--- config.mk ---
export PLATFORM = sky130hd
export DESIGN_NAME = dec_scan_ctrl
export DESIGN_NICKNAME = d
export VERILOG_FILES = /design/src/rtl/dec_scan_ctrl.sv
export SDC_FILE = /design/constraint.sdc
export NUM_CORES = 1
export LEC_CHECK = 0
export CAP_MARGIN = 5
export CORE_MARGIN = 2
export CORE_UTILIZATION = 53
export CTS_CLUSTER_SIZE = 40
export DETAILED_ROUTE_END_ITERATION = 10
export GPL_ROUTABILITY_DRIVEN = 0
export PLACE_DENSITY = 0.76
export SETUP_SLACK_MARGIN = 0.5
export SKIP_LAST_GASP = 1
export SYNTH_ARGS = -nofsm -noshare
export SYNTH_HDL_FRONTEND = slang
export SYNTH_SLANG_ARGS = --single-unit
--- constraint.sdc ---
create_clock -name clk -period 2.7 [get_ports clk]
set_input_delay 0.81 -clock clk [delete_from_list [all_inputs] [get_ports clk]]
set_output_delay 0.81 -clock clk [all_outputs]
set_load 0.01 [all_outputs]
--- src/rtl/dec_scan_ctrl.sv ---
// dec_scan_ctrl -- scan sequencer feeding a 3-to-8 decoder stage.
//
// Steps a 3-bit slot index (sel) through slots 0..num_dig. Each slot lasts
// TICK_DIV clocks. The enable (en) drives the decoder's en input, and
// frame_done pulses for one cycle when the frame wraps back to slot 0.
//
// Build option: define SCAN_BLANK_EN to blank en for the first BLANK_CYC
// cycles of every slot. This suppresses ghosting on slot change. Without the
// macro, the BLANK state is not built and BLANK_CYC has no effect on the logic.
//
// Parameters
//   TICK_DIV   clk cycles per slot (>= 2)
//   BLANK_CYC  blanked cycles per slot (1..TICK_DIV-1), SCAN_BLANK_EN only
//   CNT_W      slot counter width, derived from TICK_DIV
//
// Ports
//   clk        in   clock, all logic on posedge
//   rst        in   synchronous active-high reset
//   run        in   1 = scan, 0 = return to idle
//   num_dig    in   index of the last active slot (latched at frame start)
//   sel        out  slot index -> decoder in[2:0]
//   en         out  slot enable -> decoder en
//   frame_done out  one-cycle pulse on frame wrap
//   busy       out  high whenever not idle
module dec_scan_ctrl #(
  parameter int TICK_DIV  = 1000,
  parameter int BLANK_CYC = 8,
  parameter int CNT_W     = $clog2(TICK_DIV)
) (
  input  logic       clk,
  input  logic       rst,
  input  logic       run,
  input  logic [2:0] num_dig,
  output logic [2:0] sel,
  output logic       en,
  output logic       frame_done,
  output logic       busy
);

  if (TICK_DIV < 2 || BLANK_CYC < 1 || BLANK_CYC > TICK_DIV - 1) begin : g_bad_params
    $error("dec_scan_ctrl: TICK_DIV must be >= 2 and BLANK_CYC in 1..TICK_DIV-1");
  end

  localparam logic [CNT_W-1:0] CNT_LAST = CNT_W'(TICK_DIV - 1);

`ifdef SCAN_BLANK_EN
  localparam logic [CNT_W-1:0] BLANK_LAST = CNT_W'(BLANK_CYC - 1);
  typedef enum logic [1:0] {IDLE = 2'd0, BLANK = 2'd1, DRIVE = 2'd2} state_t;
`else
  typedef enum logic [1:0] {IDLE = 2'd0, DRIVE = 2'd2} state_t;
`endif

  state_t           state, state_n;
  logic [CNT_W-1:0] cnt, cnt_n;
  logic [2:0]       sel_n;
  logic [2:0]       num_dig_q, num_dig_q_n;
  logic             frame_done_n;
  logic             en_n;
  logic             busy_n;

  always_ff @(posedge clk) begin
    if (rst) begin
      state      <= IDLE;
      cnt        <= '0;
      sel        <= '0;
      num_dig_q  <= '0;
      frame_done <= 1'b0;
      en         <= 1'b0;
      busy       <= 1'b0;
    end else begin
      state      <= state_n;
      cnt        <= cnt_n;
      sel        <= sel_n;
      num_dig_q  <= num_dig_q_n;
      frame_done <= frame_done_n;
      en         <= en_n;
      busy       <= busy_n;
    end
  end

  always_comb begin
    state_n      = state;
    cnt_n        = cnt;
    sel_n        = sel;
    num_dig_q_n  = num_dig_q;
    frame_done_n = 1'b0;

    unique case (state)
      IDLE: begin
        cnt_n = '0;
        sel_n = '0;
        if (run) begin
          num_dig_q_n = num_dig;
`ifdef SCAN_BLANK_EN
          state_n     = BLANK;
`else
          state_n     = DRIVE;
`endif
        end
      end
`ifdef SCAN_BLANK_EN
      BLANK: begin
        // The counter keeps running through the blank window, so the slot
        // length stays TICK_DIV whether or not blanking is built in.
        cnt_n = cnt + 1'b1;
        if (cnt == BLANK_LAST) state_n = DRIVE;
      end
`endif
      DRIVE: begin
        if (cnt == CNT_LAST) begin
          cnt_n = '0;
          if (sel == num_dig_q) begin
            sel_n        = '0;
            frame_done_n = 1'b1;
            num_dig_q_n  = num_dig;
          end else begin
            sel_n = sel + 3'd1;
          end
`ifdef SCAN_BLANK_EN
          state_n = BLANK;
`endif
        end else begin
          cnt_n = cnt + 1'b1;
        end
      end
      default: state_n = IDLE;
    endcase

    // Dropping run discards the partial frame without a frame_done.
    if (state != IDLE && !run) begin
      state_n      = IDLE;
      cnt_n        = '0;
      sel_n        = '0;
      frame_done_n = 1'b0;
    end

    // en and busy are registered from the next state, so en falls on the
    // same edge that updates sel when blanking is enabled.
    en_n   = (state_n == DRIVE);
    busy_n = (state_n != IDLE);
  end

endmodule
==> metrics.cfg <==
[die]
ios=12
initial_core_util=0.551
die_y_um=48.7
coreArea_um2=1920
die_area_um2=2370
die_x_um=48.7
rows=16

[placement]
dp.cells=153
dp_hpwl_mm=1.56
port_buffers=11

[logic_synthesis]
syn_nets=126
yosys.area.top_type_share=0.397
synth-seq-cells=21
synth.distinct_cells=42
netlist_area_um2=1060
syn_area_per_cell_um2=8.98
synth_seq_area_share=0.397
synth_area_leaders=dfxtp_1 (40%), nand2b_1 (4.7%), nand3_1 (4.3%)
synthCells=118
synth_top_cell_by_area=dfxtp_1
ys.warnings.count=0

[critical_path]
worst_path_dominant_cell_family=buffers and inverters
endpoint_kind=output pin
crit_fanout=4
cp_slowest_cell=clkdlybuf4s50_1
crit_required_ns=1.89
crit_chain=clkdlybuf4s50_1
max_stage_delay_ns=0.56
critPathArrivalTime_ns=1.27
start_kind=register
crit_type=register to output pin
path_buf_inv=1

[cells_and_area]
regArea_um2=422
layout.nets=139
multiInputGateArea_um2=622
instances_no_fill=157
post-route-util=0.634
final_layout_size_suffix_gt1_frac=0.100
antenna_cells=0
final_cell_mix=dfxtp_1 (20), nor2_1 (11), nand2_1 (11), clkdlybuf4s50_1 (11), nand3_1 (9)
final_common_cell=dfxtp_1
fillers=180
syn2layout_area_growth_pct=15.0

[clocking]
post-cts-setup-buffers=0
clk_path_buf_depth=2
cts_resized=0
holdBufCountCts=0
numCtsBuffers=3
cts_sinks=21
cts_max_level=1
cts_root_buf=clkbuf_4
clk_pin_slew_ns=0.11
insertion_delay_ns=0.31
cts_tree=done

[route]
dr_total_vias=918
wl_per_cell_um=13.6
routed_wl_mm=2.13
dr.pass1.iters=4
viasPerCell=5.85
drc=0
postRouteAntennaNets=0
drt-initial-drc-count=16

[run]
drv_cap=0

[global_routing]
grt.total_usage=0.202
grt_pass1_wl_mm=3.81
grt.overflow.total=0
grt_start_max_net_pins=17
grt_pass1_vias=859
antenna_found_initial=0

[timing]
worst_pin_slew_ns=0.916
fin_setup_tns_ns=0
slew_headroom=0.388
finClkSkew_ns=0.0106
period_share=0.769
rsz0062_at_grt=no
finalHoldViolations=0
final-setup-viol-count=0
fmax_mhz=482
slew_violations=0
min_period_ns=2.08

[outcome]
status=finished, final reports clean

[power_and_ir_drop]
power.density_nw_per_um2=429
leakagePower_nw=0.397
ir_drop_uv=334

[hold_path]
hold_path_class=register to register

where the power goes:
group	switching, W	internal (W)	leakage, nW	total [W]
sequential	0.00000664	0.000315	0.171	0.000322
clock	0.000101	0.0000554	0.0177	0.000156
combinational	0.0000227	0.0000217	0.209	0.0000444
synthesized netlist by cell type:
library cell	n
a41oi_2	1
nand3b_1	1
xnor2_1	3
nor4_1	1
nand3_1	9
a311oi_1	2
o311ai_1	1
o21ai_2	1
a31oi_4	1
and4_1	1
and4bb_4	1
mux2i_1	4
nand4b_1	1
nor2_1	11
a41oi_1	1
nand4_1	2
a21o_1	1
conb_1	1
or3_1	2
o31ai_2	1
clkbuf_1	1
ha_1	2
o21ai_1	1
o21ba_2	1
and2_1	3
inv_1	1
nand2b_2	1
nor2b_1	2
dfxtp_1	21
nand2_2	1
o211ai_1	1
nand4bb_1	1
buf_2	2
o21ai_0	3
a31oi_1	5
o21bai_1	1
nand2b_1	8
a22oi_1	2
a21oi_1	2
nand2_1	11
and3_1	1
or4b_1	1
state kept, by name (all words and copies together) (netlist names):
register    cells
frame_done      1
state           2
busy            1
sel             3
cnt            10
en              1
num_dig_q       3
kinds of logic after synthesis:
logic type	share of synthesized area
and+or+nand+nor	0.306
AOI/OAI and AO/OA	0.191
DFF	0.397
muxes	0.0378
buffers and inverters	0.0165
xor gates and xnor gates	0.0248
adders and majority gates	0.0236
other	0.00354
layout make-up:
class / count / area share
multi-input combinational: 93 / 0.510
sequential: 21 / 0.346
timing repair buffer: 11 / 0.0903
tap: 27 / 0.0277
clock buffer: 3 / 0.0185
clock inverter: 1 / 0.00411
inverter: 1 / 0.00308
worst paths after layout:
check,start,end,slack (ns),cells past startpoint
max reg2reg,state[0]$_SDFF_PP0_,cnt[4]$_SDFFE_PP0P_,0.76,3
min,num_dig_q[0]$_SDFFE_PP0P_,num_dig_q[0]$_SDFFE_PP0P_,0.50,2
max,sel[1]$_SDFFE_PP0P_,sel[1],0.62,1
min reg2reg,num_dig_q[0]$_SDFFE_PP0P_,num_dig_q[0]$_SDFFE_PP0P_,0.50,2
through the flow:
step,power (W),hold WS [ns],area (µm²),setup slack [ns]
after detailed placement,0.000373,0.484,1190,0.285
after CTS,0.000525,0.505,1220,0.538
after global routing,0.000541,0.528,1220,0.507
final,0.000522,0.502,1220,0.625
after global placement,0.000372,0.479,1190,0.352
after floorplan,0.000355,0.451,1060,1.26
routing by layer:
metal / global-route usage / part of all wire
met5: 0 / 0
met4: 0.0714 / 0.018
met3: 0.0432 / 0.045
met2: 0.338 / 0.48
met1: 0.257 / 0.45
No activity file was read; power rests on OpenSTA's default activity.
